## config.mk

```make
export PLATFORM = sky130hd
export DESIGN_NAME = input_debouncer
export DESIGN_NICKNAME = d
export VERILOG_FILES = /design/src/rtl/input_debouncer_pkg.sv /design/src/rtl/debounce_channel.sv /design/src/rtl/input_debouncer.sv
export SDC_FILE = /design/constraint.sdc
export NUM_CORES = 1
export LEC_CHECK = 0
export BUFFER_PORTS_ARGS = -buffer_cell sky130_fd_sc_hd__buf_2
export CAP_MARGIN = 20
export CORE_MARGIN = 2
export CORE_UTILIZATION = 49
export CTS_CLUSTER_SIZE = 8
export DETAILED_ROUTE_END_ITERATION = 8
export HOLD_SLACK_MARGIN = 0.05
export PLACE_DENSITY = 0.64
export SLEW_MARGIN = 10
export SYNTH_ARGS = -nofsm -noshare
export SYNTH_HDL_FRONTEND = slang
export SYNTH_HIERARCHICAL = 1
export SYNTH_SLANG_ARGS = --single-unit
```

## constraint.sdc

```tcl
create_clock -name clk -period 6 [get_ports clk]
set_input_delay 0.6 -clock clk [delete_from_list [all_inputs] [get_ports clk]]
set_output_delay 0.6 -clock clk [all_outputs]
set_load 0.005 [all_outputs]
```

## src/rtl/input_debouncer_pkg.sv

```systemverilog
// rtl/input_debouncer_pkg.sv - shared state encodings and helpers for the input debouncer
package input_debouncer_pkg;

    typedef enum logic [1:0] {
        ST_ZERO  = 2'b00,
        ST_WAIT1 = 2'b01,
        ST_ONE   = 2'b10,
        ST_WAIT0 = 2'b11
    } db_state_t;

    // The debounced level is high while settled high or while qualifying a fall.
    function automatic logic state_is_high(input db_state_t st);
        return (st == ST_ONE) || (st == ST_WAIT0);
    endfunction

endpackage

```

## src/rtl/debounce_channel.sv

```systemverilog
// rtl/debounce_channel.sv - one-bit synchronizer, debounce FSM, stability counter and edge ticks
module debounce_channel
    import input_debouncer_pkg::*;
#(
    parameter int CNT_W     = 20,
    parameter int DB_CYCLES = 1000000
) (
    input  logic clk,
    input  logic reset,
    input  logic sw,
    output logic db,
    output logic rise_tick,
    output logic fall_tick
);

    localparam logic [CNT_W-1:0] CNT_LOAD = CNT_W'(DB_CYCLES - 1);

    logic [1:0]       sync_q;
    logic             s;
    db_state_t        state_q;
    db_state_t        state_d;
    logic [CNT_W-1:0] cnt_q;
    logic             cnt_load;
    logic             cnt_dec;
    logic             rise_d;
    logic             fall_d;

    always_ff @(posedge clk or posedge reset) begin
        if (reset) begin
            sync_q <= 2'b00;
        end else begin
            sync_q <= {sync_q[0], sw};
        end
    end

    assign s = sync_q[1];

    always_ff @(posedge clk or posedge reset) begin
        if (reset) begin
            state_q   <= ST_ZERO;
            cnt_q     <= '0;
            rise_tick <= 1'b0;
            fall_tick <= 1'b0;
        end else begin
            state_q   <= state_d;
            rise_tick <= rise_d;
            fall_tick <= fall_d;
            if (cnt_load) begin
                cnt_q <= CNT_LOAD;
            end else if (cnt_dec && (cnt_q != '0)) begin
                cnt_q <= cnt_q - 1'b1;
            end
        end
    end

    always_comb begin
        state_d  = state_q;
        cnt_load = 1'b0;
        cnt_dec  = 1'b0;
        rise_d   = 1'b0;
        fall_d   = 1'b0;
        case (state_q)
            ST_ZERO: begin
                if (s) begin
                    state_d  = ST_WAIT1;
                    cnt_load = 1'b1;
                end
            end
            ST_WAIT1: begin
                if (!s) begin
                    state_d = ST_ZERO;
                end else if (cnt_q == '0) begin
                    state_d = ST_ONE;
                    rise_d  = 1'b1;
                end else begin
                    cnt_dec = 1'b1;
                end
            end
            ST_ONE: begin
                if (!s) begin
                    state_d  = ST_WAIT0;
                    cnt_load = 1'b1;
                end
            end
            ST_WAIT0: begin
                if (s) begin
                    state_d = ST_ONE;
                end else if (cnt_q == '0) begin
                    state_d = ST_ZERO;
                    fall_d  = 1'b1;
                end else begin
                    cnt_dec = 1'b1;
                end
            end
            default: state_d = ST_ZERO;
        endcase
    end

    always_comb begin
        db = state_is_high(state_q);
    end

endmodule

```

## src/rtl/input_debouncer.sv

```systemverilog
// rtl/input_debouncer.sv - N_CH independent debounced channels with rise/fall ticks
module input_debouncer
    import input_debouncer_pkg::*;
#(
    parameter int N_CH      = 3,
    parameter int CNT_W     = 20,
    parameter int DB_CYCLES = 1000000
) (
    input  logic            clk,
    input  logic            reset,
    input  logic [N_CH-1:0] sw_in,
    output logic [N_CH-1:0] db_out,
    output logic [N_CH-1:0] rise_tick,
    output logic [N_CH-1:0] fall_tick
);

    for (genvar i = 0; i < N_CH; i++) begin : g_ch
        debounce_channel #(
            .CNT_W     (CNT_W),
            .DB_CYCLES (DB_CYCLES)
        ) u_ch (
            .clk       (clk),
            .reset     (reset),
            .sw        (sw_in[i]),
            .db        (db_out[i]),
            .rise_tick (rise_tick[i]),
            .fall_tick (fall_tick[i])
        );
    end

endmodule

```

==> impl_metrics.toml, run 1 <==
[sta]
fmax_mhz = 388
slew_headroom_pct = 29.6
grt_setup_unrepaired = "false"
worstMarginPinSlew_ps = 1050
setup_tns_ps = 0
fin_crit_sh_pct = 43.0
slew_violations = 0
fin_skew_ps = 6.47
hold_ws_ps = 229
hold_viol_final = 0
finalCriticalPeriod_ps = 2580
setup_viol = 0

[final_layout]
final_nets = 465
antenna_cells = 0
area_delta_synth_final_pct = 9.08
multiInputGateArea_um2 = 2320
layout-drive-gt1-share_pct = 12.2
final_common_cell = "dfrtp_1"
seqCellArea_um2 = 1950
final_cell_mix = "dfrtp_1 (78), nor2_1 (40), nand2_1 (35), mux2i_1 (35), nor4_1 (16)"
fillers = 757

[clocking]
holdBufCountCts = 0
postCtsSetupBuffers = 0
numCtsBuffers = 9
clk_pin_slew_ps = 80
clock-sinks = 78
cts_htree_levels = 3
clkLatencyLatePin_ps = 350
root_buffer = "clkbuf_8"
cts_tree = "done"
cts-resized-gates = 0
clockBufferDepth = 2

[yosys]
yosysUniqueCellTypes = 56
async_flop_share_pct = 100
ys.flop_type = "dfrtp_1"
syn-num-nets = 460
seq_area_frac_synth_pct = 44.1
synth_edf_count = 0
netlist_area_um2 = 4430
synth_seq_cells = 78
yosysWarnings = 6
syn-mean-instance-area_um2 = 9.86
synthCells = 449

[global_route]
use_met2_pct = 30.0
grt_max_degree = 27
busiest_layer = "met2"
track_usage_pct = 19.0
use_met3_pct = 3.62
grt_pass1_vias = 3160
grt_pass1_wl_um = 15200
antenna_found_initial = 0
overflow = 0
met1_usage_pct = 26.2

[power_and_ir_drop]
leakagePower_uw = 0.00177
ir_worst_vdd_v = 0.0000951
p_per_area_nw_per_um2 = 233

[status]
status = "finished, final reports clean"

[critical_path]
crit_type = "register to register"
cp_max_fo = 13
r2r-start = "g_ch[0].u_ch/cnt_q[2]"
end_kind = "register"
worstPathArrival_ps = 2790
cp-start-kind = "register"
worst_ep_required_time_ps = 6210
r2r_cells = 4
r2r_end = "g_ch[0].u_ch/cnt_q[4]"
r2r_slack_ps = 3420

[die]
start_util_pct = 50.7
die_area_um2 = 9810
die_w_um = 99.0
core_um2 = 8720
boundaryPins = 14
std_cell_rows = 34
dieHeight_um = 99.0

[min_path]
hp-class = "input port to async pin"

[routing]
dr.pass1.iters = 5
wl_per_cell_um = 15.4
drc_errors = 0
viasPerCell = 5.97
drt_iter0_markers = 174
ant_nets = 0
num_vias = 3381
routed_wl_um = 8740

[job]
maxCapViolations = 0

[placement]
place_congestion = 0.836
hpwlAfterDp_um = 5780
io_buffers = 13
==> per-layer routing <==
metal,routed length [µm],share of wire [%],vias up
met4,86,0.98,0
li1,-,-,1683
met3,269,3.1,10
met5,0,0,-
met1,4240,48,1641
met2,4150,47,47
==> power breakdown <==
group / leakage [µW] / internal (µW) / switching (µW)
Clock: 0.000105 / 244 / 193
Sequential: 0.000896 / 547 / 24.2
Combinational: 0.000772 / 43.5 / 72.4
Total: 0.00177 / 834 / 290
==> cell usage after synthesis (3+ instances only) <==
cell | n | area, µm²
a2111o_1 | 6 | 67.6
a31oi_1 | 3 | 18.8
mux2i_1 | 35 | 350
xor2_1 | 3 | 26.3
dfrtp_1 | 78 | 1950
and2_1 | 9 | 56.3
nand2_1 | 35 | 131
nand3_1 | 14 | 70.1
nand4_1 | 6 | 37.5
and2_0 | 4 | 25.0
o21ai_0 | 8 | 40.0
ha_1 | 6 | 75.1
or2b_1 | 4 | 30.0
mux2_2 | 3 | 33.8
nor4b_1 | 3 | 26.3
nor3b_1 | 11 | 82.6
a211oi_1 | 8 | 60.1
nor3_1 | 5 | 25.0
a211o_1 | 3 | 26.3
nand2b_1 | 15 | 93.8
clkbuf_1 | 20 | 75.1
or4_4 | 3 | 33.8
buf_6 | 3 | 33.8
or3_1 | 11 | 68.8
or4_1 | 12 | 90.1
a21oi_1 | 15 | 75.1
nor4_1 | 16 | 100
xnor2_1 | 3 | 26.3
o31ai_1 | 7 | 52.6
a2111oi_0 | 11 | 96.3
nand4b_1 | 3 | 26.3
inv_1 | 11 | 41.3
nor2_1 | 40 | 150
==> per-stage QoR <==
step,setup slack (ps),std cells,instance area [µm²],utilization (%),total power [µW]
finish,3420,566,4830,55.4,1120
global route,3160,566,4830,55.4,1180
CTS,3410,562,4750,54.5,1140
detailed placement,3440,547,4530,52.0,692
global placement,3510,547,4530,52.0,688
floorplan,3720,449,4430,-,663
==> worst max path at each step <==
stage	start	to	slack, ps	cells past startpoint
after CTS	g_ch[0].u_ch/cnt_q[2]	g_ch[0].u_ch/cnt_q[10]	3410	4
after global routing	g_ch[0].u_ch/cnt_q[2]	g_ch[0].u_ch/cnt_q[4]	3160	4
after floorplan	g_ch[0].u_ch/cnt_q[7]	g_ch[0].u_ch/cnt_q[12]	3720	5
after detailed placement	g_ch[0].u_ch/cnt_q[2]	g_ch[0].u_ch/cnt_q[10]	3440	4
final	g_ch[0].u_ch/cnt_q[2]	g_ch[0].u_ch/cnt_q[4]	3420	4
after global placement	g_ch[2].u_ch/cnt_q[0]	register	3510	6
==> kinds of logic (layout without fill, tap and decap cells) <==
logic type | after synthesis | after routing | synth area share (%)
AO/OA/AOI/OAI | 81 | 81 | 14.0
AND/OR/NAND/NOR | 204 | 204 | 26.7
flip-flops | 78 | 78 | 44.1
adder cells (fa/ha/maj) | 6 | 6 | 1.70
buffers and inverters | 36 | 45 | 3.70
XOR/XNOR | 6 | 6 | 1.19
multiplexers | 38 | 38 | 8.68
==> flip-flops by register name (all words and copies together), names as in the netlist, named ones only <==
register and count:
g_ch.u_ch/cnt_q 60, g_ch.u_ch/state_q 3, g_ch.u_ch/rise_tick 3, g_ch.u_ch/fall_tick 3
g_ch.u_ch/sync_q 6
==> worst max-delay path, cell delays in order, from the launching register on <==
cell	delay, ps
dfrtp_1	440
nor4_1	580
nor4b_2	940
a2111oi_0	310
mux2i_1	180
==> final cells by class <==
| class | count | share of cell area (%) |
|---|---|---|
| Timing Repair Buffer | 19 | 3.21 |
| Clock inverter | 5 | 1.74 |
| Multi-Input combinational cell | 335 | 48.1 |
| Clock buffer | 10 | 2.85 |
| Sequential cell | 78 | 40.4 |
| Inverter | 11 | 0.855 |
| Tap cell | 108 | 2.80 |
Note: power is estimated with default switching activity, not from simulation.
==> run 2: changes to the inputs <==
PLACE_DENSITY = 0.67   (was 0.64)
clock period = 2.3 ns   (was 6 ns; I/O delays follow)
==> impl_metrics.toml, run 2 (synthesized netlist as in run 1, its figures left out) <==
[routing]
drt_iter0_markers = 174
routed_wl_um = 9360
dr.pass1.iters = 5
wl_per_cell_um = 15.7
drc_errors = 0
ant_nets = 0
num_vias = 3544
viasPerCell = 5.93

[sta]
grt_setup_unrepaired = "true"
fin_skew_ps = 4.76
fin_crit_sh_pct = 98.3
hold_viol_final = 0
worstMarginPinSlew_ps = 945
setup_viol = 0
slew_headroom_pct = 36.7
slew_violations = 0
finalCriticalPeriod_ps = 2260
fmax_mhz = 442
hold_ws_ps = 352

[clocking]
root_buffer = "clkbuf_8"
clock-sinks = 78
cts_tree = "done"
clkLatencyLatePin_ps = 350
cts_htree_levels = 3
numCtsBuffers = 9
clk_pin_slew_ps = 80
clockBufferDepth = 2

[global_route]
antenna_found_initial = 0
overflow = 0
track_usage_pct = 19.9
grt_pass1_wl_um = 16000
grt_max_degree = 27
grt_pass1_vias = 3462

[final_layout]
top_register = "g_ch.u_ch/cnt_q"
layout-drive-gt1-share_pct = 19.0
final_cell_mix = "dfrtp_1 (78), nor2_1 (40), nand2_1 (35), mux2i_1 (35), buf_4 (32)"
antenna_cells = 0
area_delta_synth_final_pct = 14.3
fin_util_pct = 58.0
largest_reg_flops = 60
top_regs = "g_ch.u_ch/cnt_q: 60 flops, g_ch.u_ch/sync_q: 6 flops"
final_nets = 498
final_common_cell = "dfrtp_1"

[critical_path]
r2r-start = "g_ch[1].u_ch/cnt_q[8]"
critPathBufInv = 1
startpoint = "g_ch[1].u_ch/cnt_q[8]"
worstPathCellList = "or4_4 > or4b_4 > buf_6 > or4_1 > nand3_1"
end_kind = "register"
worstPathArrival_ps = 2540
cp-start-kind = "register"
cp_max_fo = 8
crit_type = "register to register"
worst_ep_required_time_ps = 2580
cp_top_family = "simple AND/OR/NAND/NOR gates"
r2r_slack_ps = 40
slowest_stage = "or4b_4"
critPathMaxStageDelay_ps = 530

[power_and_ir_drop]
p_seq_share_pct = 55.1
p_per_area_nw_per_um2 = 531
p_switching_uw = 745
leakagePower_uw = 0.00192
ir_worst_vdd_v = 0.000344
clkPwrFrac_pct = 32.0
p_int_uw = 1940
switching_share_pct = 27.7
power_frac_comb_pct = 12.9

[die]
std_cell_rows = 34
die_w_um = 99.0
start_util_pct = 50.7
boundaryPins = 14
core_um2 = 8720
die_area_um2 = 9810
dieHeight_um = 99.0

[status]
status = "finished, final reports clean"

[placement]
hpwlAfterDp_um = 6410
place_congestion = 0.852
io_buffers = 13

[job]
maxCapViolations = 0

[min_path]
hp-class = "register to register"
hold_start = "g_ch[1].u_ch/sync_q[0]"
run 2: cell count changes in the layout (fill, tap and decap cells not counted), sizes merged:
cell,delta
buf,+29
dlygate4sd3,+4
bufinv,-2
clkinv,+2
clkinvlp,-1
run 2: metrics by stage:
stage	instances	area, µm²	power (µW)	worst slack, ps	setup TNS, ps
after global routing	598	5060	2840	-9.00	-15.1
final	598	5060	2680	38.3	0
after global placement	579	4780	1830	67.2	0
after detailed placement	579	4780	1840	11.7	0
after CTS	597	4980	2720	9.06	0
after floorplan	449	4430	1730	17.3	0
run 2: final cells by class:
type | instances | area (µm²)
inverter | 11 | 41.3
clock buffer | 10 | 128
fill | 760 | 3660
timing repair buffer | 52 | 388
tap | 108 | 135
multi-input combinational | 335 | 2390
sequential | 78 | 1950
clock inverter | 4 | 26.3
run 2: power groups by stage:
stage	sequential, µW	combinational (µW)	clock, µW
2_1_floorplan	1490	236	0
3_3_place_gp	1500	324	0
3_5_place_dp	1510	333	0
4_1_cts	1480	339	906
5_1_grt	1490	392	955
6_report	1480	346	858
run 2: worst paths after layout:
path	end	cells past startpoint
setup / recovery	g_ch[1].u_ch/cnt_q[16]	5
hold / removal	g_ch[1].u_ch/sync_q[1]	0
setup reg to reg	g_ch[1].u_ch/cnt_q[16]	5
hold reg to reg	g_ch[1].u_ch/sync_q[1]	0
max in group asynchronous	g_ch[2].u_ch/cnt_q[1]	4
min in group asynchronous	g_ch[2].u_ch/cnt_q[19]	3
run 2: worst reg2reg max path, stage by stage, from the launching register on:
cell and delay, ps:
dfrtp_1 410, or4_4 520, or4b_4 530, buf_6 170
or4_1 470, nand3_1 90
run 2: routing by layer:
layer	up-vias	global-route usage (%)	share of wire [%]	wire, µm
met5	-	0	0	0
met4	0	4.85	0.56	52
met3	4	4.96	2.7	257
met2	49	33.1	48	4500
met1	1744	26.3	49	4550
li1	1747	-	-	-
run 2: repair_timing:
action | CTS | global route
hold buffers | 4 | 0
resized for setup | 0 | 13
setup endpoints to repair | 0 | 12
setup buffers | 0 | 1
hold endpoints to repair | 67 | 0
==> run 3: changes to the inputs <==
clock period = 1.9 ns   (was 2.3 ns; I/O delays follow)
==> impl_metrics.toml, run 3 (synthesized netlist as in run 1, its figures left out) <==
[critical_path]
worstPathCellList = "or4_4 > or4b_4 > or3_4 > mux2_2"
slowest_stage = "or4b_4"
worst_ep_required_time_ps = 2150
critPathMaxStageDelay_ps = 590
cp-start-kind = "register"
r2r_cells = 4
r2r_slack_ps = -380
crit_type = "register to register"
r2r-start = "g_ch[0].u_ch/cnt_q[10]"
end_kind = "register"
worstPathArrival_ps = 2530
cp_max_fo = 6

[final_layout]
largest_reg_flops = 60
antenna_cells = 0
fin_area_um2 = 6540
finalNonFillerCells = 702
final_common_cell = "buf_4"
top_register = "g_ch.u_ch/cnt_q"
layout-drive-gt1-share_pct = 44.4
final_nets = 600
final_cell_mix = "buf_4 (114), dfrtp_1 (76), nor2_1 (37), mux2i_1 (35), nand2_1 (33)"
fin_util_pct = 75.0
area_delta_synth_final_pct = 47.8
top_regs = "g_ch.u_ch/cnt_q: 60 flops, g_ch.u_ch/sync_q: 6 flops"

[die]
start_util_pct = 50.7
die_w_um = 99.0
std_cell_rows = 34
dieHeight_um = 99.0
die_area_um2 = 9810
boundaryPins = 14
core_um2 = 8720

[sta]
finalCriticalPeriod_ps = 2280
setup_viol = 56
finalWorstSetupSlack_ps = -377
fin_skew_ps = 11.4
slew_headroom_pct = 61.9
grt_setup_unrepaired = "true"
hold_ws_ps = 357
worstMarginPinSlew_ps = 569
fin_crit_sh_pct = 120
fmax_mhz = 439
slew_violations = 0
hold_viol_final = 0

[routing]
wl_per_cell_um = 17.7
ant_nets = 0
drc_errors = 0
viasPerCell = 5.91
num_vias = 4151
routed_wl_um = 12400
dr.pass1.iters = 5
drt_iter0_markers = 235

[status]
status = "finished, violations left"
violations = "setup timing"

[global_route]
overflow = 0
track_usage_pct = 24.7
grt_pass1_vias = 4085
antenna_found_initial = 0
grt_pass1_wl_um = 19600
grt_max_degree = 27

[placement]
io_buffers = 13
placed_area_um2 = 5420
preCtsSetupSlack_ps = -384
hpwlAfterDp_um = 7160
dp_cells = 658
place_congestion = 0.883

[clocking]
numCtsBuffers = 9
clkLatencyLatePin_ps = 360
cts_tree = "done"
clock-sinks = 78
root_buffer = "clkbuf_8"
cts_htree_levels = 3
clk_pin_slew_ps = 90
clockBufferDepth = 2

[power_and_ir_drop]
p_per_area_nw_per_um2 = 575
ir_worst_vdd_v = 0.000358
leakagePower_uw = 0.00256

[min_path]
hp-class = "register to register"
min_to = "g_ch[2].u_ch/sync_q[1]"
hold_depth = 0
hold_start = "g_ch[2].u_ch/sync_q[0]"

[job]
maxCapViolations = 0
run 3: cell count changes in the layout (fill, tap and decap cells not counted), moves of 7 or more:
cell / previous run / this run
buf_6: 2 / 19
a2111oi_4: 0 / 8
nor4_4: 2 / 9
nor4_1: 10 / 1
buf_4: 32 / 114
a2111oi_0: 11 / 0
a21oi_1: 15 / 8
run 3: stage by stage:
stage                     setup TNS (ps)  power (µW)
final                             -11210        3770
after global routing              -15210        3940
after CTS                          -8020        3690
after detailed placement           -7590        2340
after global placement             -5680        2320
after floorplan                    -6550        2100
run 3: cell type report:
class | count | area, µm²
multi-input cells | 335 | 2970
fillers | 539 | 2180
flip-flops and latches | 78 | 1950
repair buffers | 154 | 1240
well taps | 108 | 135
clock buffers | 10 | 128
clock inverters | 6 | 70.1
inverters | 11 | 41.3
run 3: timing repair:
| item | in CTS | in global routing |
|---|---|---|
| cloned | 2 | 2 |
| endpoints found under the setup margin | 56 | 69 |
| setup buffers | 11 | 14 |
| hold buffers | 4 | 0 |
| endpoints found under the hold margin | 81 | 0 |
| pin swaps | 13 | 26 |
| resized for setup | 49 | 91 |
run 3: routing by layer:
metal | global-route usage (%) | share of wire, % | vias up | wire (µm)
met4 | 10.2 | 2.3 | 0 | 281
met2 | 40.0 | 52 | 91 | 6420
li1 | - | - | 1966 | -
met1 | 32.9 | 43 | 2062 | 5350
met3 | 4.18 | 2.9 | 32 | 356
met5 | 0 | 0 | - | 0
run 3: worst max-delay path by stage:
stage	from	to	slack, ps
after floorplan	g_ch[0].u_ch/cnt_q[8]	register	-280
after global placement	g_ch[1].u_ch/cnt_q[10]	register	-360
after detailed placement	g_ch[1].u_ch/cnt_q[10]	register	-380
after CTS	g_ch[1].u_ch/cnt_q[10]	register	-370
after global routing	g_ch[0].u_ch/cnt_q[10]	register	-420
final	g_ch[0].u_ch/cnt_q[10]	register	-380
run 3: worst max-delay path: cells and delay by family, from the launching register on:
kind	cells	cell delay, ps
AND/OR/NAND/NOR	3	1510
multiplexers	1	270
flip-flops	1	390
run 3: where the power goes:
part / switching (µW) / internal (µW)
Clock: 669 / 617
Sequential: 67.5 / 1730
Combinational: 382 / 304
Total: 1120 / 2650
